==> config.mk <==
export PLATFORM = sky130hd
export DESIGN_NAME = alu_arbiter_flat
export DESIGN_NICKNAME = d
export VERILOG_FILES = /design/src/rtl/alu_pkg.sv /design/src/rtl/alu_arbiter_if.sv /design/src/rtl/rr_arbiter.sv /design/src/rtl/alu_arbiter.sv /design/src/flat_wrapper.sv
export SDC_FILE = /design/constraint.sdc
export NUM_CORES = 1
export LEC_CHECK = 0
export ABC_CLOCK_PERIOD_IN_PS = 10300
export CORE_ASPECT_RATIO = 2
export CORE_MARGIN = 1
export CORE_UTILIZATION = 40
export CTS_BUF_LIST = sky130_fd_sc_hd__clkbuf_8
export DETAILED_ROUTE_END_ITERATION = 10
export PLACE_DENSITY = 0.76
export SLEW_MARGIN = 20
export SYNTH_ARGS = -nofsm -noshare
export SYNTH_HDL_FRONTEND = slang
export SYNTH_SLANG_ARGS = --single-unit
==> constraint.sdc <==
create_clock -name clk -period 10.3 [get_ports clk]
set_input_delay 2.06 -clock clk [delete_from_list [all_inputs] [get_ports clk]]
set_output_delay 2.06 -clock clk [all_outputs]
set_load 0.01 [all_outputs]
==> src/rtl/alu_pkg.sv <==
// Shared ALU definitions: op codes, op width and the registered flag bundle.
package alu_pkg;

  localparam int unsigned ALU_OP_W = 3;

  // Codes 6 and 7 are reserved and produce a zero result.
  typedef enum logic [ALU_OP_W-1:0] {
    ALU_ADD = 3'd0,
    ALU_SUB = 3'd1,
    ALU_NOT = 3'd2,
    ALU_AND = 3'd3,
    ALU_OR  = 3'd4,
    ALU_XOR = 3'd5
  } alu_op_e;

  // Flags stored alongside each result when ALU_FLAGS_EN is defined.
  typedef struct packed {
    logic zero;
    logic carry;
  } alu_flags_t;

endpackage

==> src/rtl/alu_arbiter_if.sv <==
// Request/response bus between client units and the shared ALU.
// Optional flag signals exist only when ALU_FLAGS_EN is defined.
interface alu_arbiter_if #(
  parameter int unsigned DATA_WIDTH = 32,
  parameter int unsigned NUM_REQ    = 4
);
  localparam int unsigned ID_W = $clog2(NUM_REQ);

  logic [NUM_REQ-1:0]            req_valid;
  logic [NUM_REQ-1:0]            req_ready;
  logic [NUM_REQ*3-1:0]          req_op;
  logic [NUM_REQ*DATA_WIDTH-1:0] req_a;
  logic [NUM_REQ*DATA_WIDTH-1:0] req_b;
  logic                          rsp_valid;
  logic                          rsp_ready;
  logic [ID_W-1:0]               rsp_id;
  logic [DATA_WIDTH-1:0]         rsp_data;
`ifdef ALU_FLAGS_EN
  logic                          rsp_zero;
  logic                          rsp_carry;
`endif

  // Client side.
  modport master (
`ifdef ALU_FLAGS_EN
    input  rsp_zero,
    input  rsp_carry,
`endif
    output req_valid,
    input  req_ready,
    output req_op,
    output req_a,
    output req_b,
    input  rsp_valid,
    output rsp_ready,
    input  rsp_id,
    input  rsp_data
  );

  // ALU side.
  modport slave (
`ifdef ALU_FLAGS_EN
    output rsp_zero,
    output rsp_carry,
`endif
    input  req_valid,
    output req_ready,
    input  req_op,
    input  req_a,
    input  req_b,
    output rsp_valid,
    input  rsp_ready,
    output rsp_id,
    output rsp_data
  );

endinterface

==> src/rtl/rr_arbiter.sv <==
// Round-robin arbiter: search starts at rr_ptr and ascends with wrap.
// The pointer moves past the winner only when advance is high and a request exists.
module rr_arbiter #(
  parameter int unsigned NUM_REQ = 4
) (
  input  logic               clk,
  input  logic               resetn,
  input  logic [NUM_REQ-1:0] req,
  input  logic               advance,
  output logic [NUM_REQ-1:0] gnt
);
  localparam int unsigned ID_W = $clog2(NUM_REQ);

  logic [ID_W-1:0] rr_ptr_q;
  logic [ID_W-1:0] ptr_next;
  logic [ID_W-1:0] idx;
  logic            found;

  // Pick the first valid index at or after rr_ptr and precompute the pointer after it.
  always_comb begin
    gnt      = '0;
    found    = 1'b0;
    idx      = '0;
    ptr_next = rr_ptr_q;
    for (int unsigned k = 0; k < NUM_REQ; k++) begin
      idx = ID_W'((32'(rr_ptr_q) + k) % NUM_REQ);
      if (!found && req[idx]) begin
        found    = 1'b1;
        gnt[idx] = 1'b1;
        ptr_next = ID_W'((32'(idx) + 1) % NUM_REQ);
      end
    end
  end

  // Pointer register with synchronous reset.
  always_ff @(posedge clk) begin
    if (!resetn) begin
      rr_ptr_q <= '0;
    end else if (advance && found) begin
      rr_ptr_q <= ptr_next;
    end
  end

endmodule

==> src/rtl/alu_arbiter.sv <==
// Shared registered ALU with round-robin arbitration and a single tagged result slot.
// Optional macro ALU_FLAGS_EN adds registered zero/carry flags.
module alu_arbiter
  import alu_pkg::*;
#(
  parameter int unsigned DATA_WIDTH = 32,
  parameter int unsigned NUM_REQ    = 4
) (
  input logic           clk,
  input logic           resetn,
  alu_arbiter_if.slave  bus
);
  localparam int unsigned ID_W = $clog2(NUM_REQ);

  localparam logic [0:0] StEmpty = 1'b0;
  localparam logic [0:0] StFull  = 1'b1;

  typedef struct packed {
    logic [DATA_WIDTH-1:0] data;
    logic [ID_W-1:0]       id;
`ifdef ALU_FLAGS_EN
    alu_flags_t            flags;
`endif
  } rsp_t;

  logic [0:0]            state_q;
  rsp_t                  rsp_q;
  rsp_t                  rsp_d;
  logic                  advance;
  logic                  grant;
  logic [NUM_REQ-1:0]    gnt;
  logic [ALU_OP_W-1:0]   op_sel;
  logic [DATA_WIDTH-1:0] a_sel;
  logic [DATA_WIDTH-1:0] b_sel;
  logic [ID_W-1:0]       id_sel;

  // The slot can take a new op when empty, or when its result leaves this cycle.
  assign advance       = resetn && ((state_q == StEmpty) || bus.rsp_ready);
  assign grant         = advance && (|bus.req_valid);
  assign bus.req_ready = advance ? gnt : '0;

  rr_arbiter #(
    .NUM_REQ (NUM_REQ)
  ) u_rr_arbiter (
    .clk     (clk),
    .resetn  (resetn),
    .req     (bus.req_valid),
    .advance (advance),
    .gnt     (gnt)
  );

  // Route the granted requester's operands to the ALU.
  always_comb begin
    op_sel = '0;
    a_sel  = '0;
    b_sel  = '0;
    id_sel = '0;
    for (int unsigned i = 0; i < NUM_REQ; i++) begin
      if (gnt[i]) begin
        op_sel = bus.req_op[i*ALU_OP_W +: ALU_OP_W];
        a_sel  = bus.req_a[i*DATA_WIDTH +: DATA_WIDTH];
        b_sel  = bus.req_b[i*DATA_WIDTH +: DATA_WIDTH];
        id_sel = ID_W'(i);
      end
    end
  end

  // ALU op mux; reserved codes fall to the zero default.
  always_comb begin
    rsp_d    = '0;
    rsp_d.id = id_sel;
    unique case (op_sel)
`ifdef ALU_FLAGS_EN
      ALU_ADD: {rsp_d.flags.carry, rsp_d.data} = {1'b0, a_sel} + {1'b0, b_sel};
      ALU_SUB: begin
        rsp_d.data        = a_sel - b_sel;
        rsp_d.flags.carry = (a_sel < b_sel);
      end
`else
      ALU_ADD: rsp_d.data = a_sel + b_sel;
      ALU_SUB: rsp_d.data = a_sel - b_sel;
`endif
      ALU_NOT: rsp_d.data = ~a_sel;
      ALU_AND: rsp_d.data = a_sel & b_sel;
      ALU_OR:  rsp_d.data = a_sel | b_sel;
      ALU_XOR: rsp_d.data = a_sel ^ b_sel;
      default: rsp_d.data = '0;
    endcase
`ifdef ALU_FLAGS_EN
    rsp_d.flags.zero = (rsp_d.data == '0);
`endif
  end

  // Slot state and result register; a held result is dropped on reset.
  always_ff @(posedge clk) begin
    if (!resetn) begin
      state_q <= StEmpty;
      rsp_q   <= '0;
    end else if (grant) begin
      state_q <= StFull;
      rsp_q   <= rsp_d;
    end else if (bus.rsp_ready) begin
      state_q <= StEmpty;
    end
  end

  assign bus.rsp_valid = (state_q == StFull);
  assign bus.rsp_id    = rsp_q.id;
  assign bus.rsp_data  = rsp_q.data;
`ifdef ALU_FLAGS_EN
  assign bus.rsp_zero  = rsp_q.flags.zero;
  assign bus.rsp_carry = rsp_q.flags.carry;
`endif

endmodule
==> src/flat_wrapper.sv <==
// flat-port wrapper written by rule: the top's interface ports become plain ports
module alu_arbiter_flat import alu_pkg::*;
#(
  parameter int unsigned DATA_WIDTH = 32,
  parameter int unsigned NUM_REQ    = 4
)
  (clk, resetn, bus_req_valid, bus_req_ready, bus_req_op, bus_req_a, bus_req_b, bus_rsp_valid, bus_rsp_ready, bus_rsp_id, bus_rsp_data);
  alu_arbiter_if #(.DATA_WIDTH(DATA_WIDTH), .NUM_REQ(NUM_REQ)) bus_i ();
  input logic clk;
  input logic resetn;
  input wire logic [$bits(bus_i.req_valid)-1:0] bus_req_valid;
  output wire logic [$bits(bus_i.req_ready)-1:0] bus_req_ready;
  input wire logic [$bits(bus_i.req_op)-1:0] bus_req_op;
  input wire logic [$bits(bus_i.req_a)-1:0] bus_req_a;
  input wire logic [$bits(bus_i.req_b)-1:0] bus_req_b;
  output wire logic [$bits(bus_i.rsp_valid)-1:0] bus_rsp_valid;
  input wire logic [$bits(bus_i.rsp_ready)-1:0] bus_rsp_ready;
  output wire logic [$bits(bus_i.rsp_id)-1:0] bus_rsp_id;
  output wire logic [$bits(bus_i.rsp_data)-1:0] bus_rsp_data;
  assign bus_i.req_valid = bus_req_valid;
  assign bus_req_ready = bus_i.req_ready;
  assign bus_i.req_op = bus_req_op;
  assign bus_i.req_a = bus_req_a;
  assign bus_i.req_b = bus_req_b;
  assign bus_rsp_valid = bus_i.rsp_valid;
  assign bus_i.rsp_ready = bus_rsp_ready;
  assign bus_rsp_id = bus_i.rsp_id;
  assign bus_rsp_data = bus_i.rsp_data;
  alu_arbiter #(.DATA_WIDTH(DATA_WIDTH), .NUM_REQ(NUM_REQ)) u_core (.clk(clk), .resetn(resetn), .bus(bus_i));
endmodule
==> key figures <==
Die
  – IO Count: 314
  – Die H: 198 um
  – Core ar.: 18,700 um2
  – Rows: 71
  – Chip Width: 99.8 um
  – Initial Utilization: 0.408
  – Total die area: 19,700 um2

Clock tree
  – CTS sink count: 37
  – Clk Latency, worst-skew pair: 0.33 ns
  – CTS tree: yes
  – Clock Path Buffers: 2
  – CTS H-tree lvls: 2
  – Post-CTS Setup Bufs: 0
  – Post_cts resized: 0
  – Clock-pin slew on the worst setup and hold paths: 0.08 ns
  – Root Buffer: clkbuf_8
  – Number of CTS-inserted buffers: 5
  – Post-CTS Hold Fix Bufs: 0

STA
  – Slew HR: 0.216
  – Setup TNS Final: 0 ns
  – Post-Route Skew: 0.0206 ns
  – Final setup vio count: 0
  – Final hold violation count: 0
  – RSZ-0062 raised after global routing: false
  – Worst Tran Pin Value: 1.18 ns
  – Final worst path period share: 0.898
  – Fin. max-slew vios: 0
  – Peak Freq: 0.108 GHz
  – Crit path time final: 9.25 ns

Job
  – Max Cap Viol: 0

Routing
  – ANT nets after route: 0
  – Drt first pass iters: 6
  – Wire per inst: 24.2 um
  – Initial drt markers: 582
  – WL final: 38,600 um
  – DR vias/cell: 6.12
  – Number of remaining DRC errors: 0
  – DR vias: 9,785

Worst setup path
  – R2r setup slk: 2.26 ns
  – Setup crit start kind: input pin
  – CP Max Fanout: 59
  – CP startpoint: bus_req_valid[3]
  – FF-to-FF path depth: 26
  – Endpoint class of the critical path: register
  – Worst Path Class, Setup: in -> reg
  – Worst EP required: 10.50 ns
  – WP data arrival: 9.45 ns
  – Reg-to-reg startpoint: u_core.u_rr_arbiter.rr_ptr_q[0]

GRT
  – Total GRT Usage: 0.396
  – Antenna violations before repair: 5
  – Vias in the first global route: 10,042
  – Gr ovfl total: 0
  – First-pass GRT wire length: 58,200 um
  – Largest net degree at the start of global routing: 65

Cells and area
  – Final #Nets: 1,716
  – Share of cells above drive strength 1: 0.0560
  – Most frequent cells in the layout: 313 x clkdlybuf4s50_1, 120 x a21oi_1, 102 x ha_1
  – Area delta synth->final: 44.8%
  – Most common cell after layout, fill and taps aside: clkdlybuf4s50_1
  – Non-Filler Instances: 1,599
  – Filler cells: 1,778

Logic synthesis
  – Share of async-settable or async-resettable flops after synthesis: 0
  – Yosys reg bits: 37
  – Mapped Area: 7650 um2
  – Synth Flop Type: dfxtp_1
  – Net Count, Synth: 1,453
  – Post-synth EDFFs: 0
  – Fraction of the yosys area taken by sequential cells: 0.0968
  – Netlist cell types: 69
  – Syn avg cell area: 7.12 um2
  – Post-synthesis instance total: 1,075
  – Synthesis warning total: 0

Place
  – Gpl congestion: 1.07
  – Post-DP HPWL: 30,700 um
  – Port bufs: 313
  – Placed cells: 1,586

Hold path
  – Hold WC Path Type: reg -> reg
  – Worst Hold Launch: u_core.bus.rsp_data[1]
  – Hold Path Depth: 2

Run status
  – Outcome: complete, no violations
[cell type report]
| cell class | instances | area (um2) | area share |
|---|---|---|---|
| inverters | 72 | 270 | 0.0244 |
| repair buffers | 336 | 3320 | 0.299 |
| diodes | 5 | 12.5 | 0.00113 |
| clock buffers | 6 | 82.6 | 0.00745 |
| multi-input cells | 886 | 6330 | 0.571 |
| flip-flops and latches | 37 | 741 | 0.0668 |
| well taps | 255 | 319 | 0.0288 |
| clock inverters | 2 | 13.8 | 0.00124 |
[flip-flops by register name, summed over array words and instances (netlist names)]
signal,count
u_core.bus.rsp_data,32
u_core.bus.rsp_id,2
u_core.u_rr_arbiter.rr_ptr_q,2
u_core.bus.rsp_valid,1
[critical path: stages]
cell and delay, ns:
clkdlybuf4s50_1 0.48, mux4_2 0.64, a21oi_1 0.18, a21oi_1 0.17, a21o_2 0.34, buf_4 0.35, a221oi_1 0.85, o2bb2ai_1 0.33
nand4_1 0.42, nor2_1 0.36, a21oi_1 0.13, xnor2_1 0.26, ha_1 0.33, a21o_1 0.18, a211oi_1 0.35, o2bb2ai_1 0.20
nor3_1 0.08, a21oi_1 0.18, nand3_1 0.14, a41oi_1 0.42, o21ai_0 0.18, a21o_1 0.18, a21o_1 0.18, xnor2_1 0.11
o311ai_0 0.28
[cell usage after synthesis, types with 9 or more instances]
master | n | area (um2)
o221ai_1 | 21 | 184
nand4_1 | 25 | 156
a31oi_1 | 11 | 68.8
o21ai_0 | 76 | 380
nand2b_1 | 9 | 56.3
a21o_1 | 20 | 150
o22ai_1 | 9 | 56.3
a221oi_1 | 17 | 149
buf_2 | 17 | 85.1
a31o_2 | 14 | 123
a22oi_1 | 29 | 218
nand3_1 | 43 | 215
xnor2_1 | 48 | 420
nor2_1 | 74 | 278
nor2b_1 | 10 | 62.6
a21oi_1 | 121 | 606
clkbuf_1 | 42 | 158
buf_1 | 14 | 52.6
a22o_1 | 27 | 236
dfxtp_1 | 37 | 741
ha_1 | 102 | 1280
nor3_1 | 14 | 70.1
mux2i_1 | 13 | 130
a221o_1 | 23 | 230
o21a_1 | 10 | 75.1
nand2_1 | 79 | 297
inv_1 | 69 | 259
[cell families (layout without fill, tap and decap cells)]
family	Yosys count	in the layout	synth area share
AO/OA/AOI/OAI	423	423	0.375
AND/OR/NAND/NOR	288	288	0.184
buffers and inverters	152	416	0.0832
adder cells (fa/ha/maj)	103	103	0.169
XOR/XNOR	54	54	0.0618
flip-flops	37	37	0.0968
multiplexers	18	18	0.0302
other	0	5	0
[layer usage]
metal  routed length, um  up-vias  track usage  part of all wire
met5                   0        -            0                 0
li1                    -     4532            -                 -
met3                2520      203       0.0736             0.065
met4                4860        0        0.418              0.13
met1               11900     4474        0.355              0.31
met2               19300      576        0.705              0.50
[metrics by stage]
| stage | area [um2] | hold slack (ns) | setup slack, ns | utilization |
|---|---|---|---|---|
| after global placement | 11000 | 0.449 | 0.975 | 0.585 |
| after floorplan | 7650 | 0.478 | 2.64 | - |
| after global routing | 11100 | 0.503 | 0.537 | 0.591 |
| after detailed placement | 11000 | 0.449 | 0.929 | 0.585 |
| after CTS | 11100 | 0.461 | 1.25 | 0.590 |
| final | 11100 | 0.460 | 1.05 | 0.591 |
[final timing paths]
kind | end
max | u_core.bus.rsp_data[30]
max reg2reg | u_core.bus.rsp_data[30]
min | u_core.bus.rsp_data[1]
min reg2reg | u_core.bus.rsp_data[1]
Power is not shown: default switching activity piles up to over one toggle a cycle in this logic, so the estimate is an artifact.
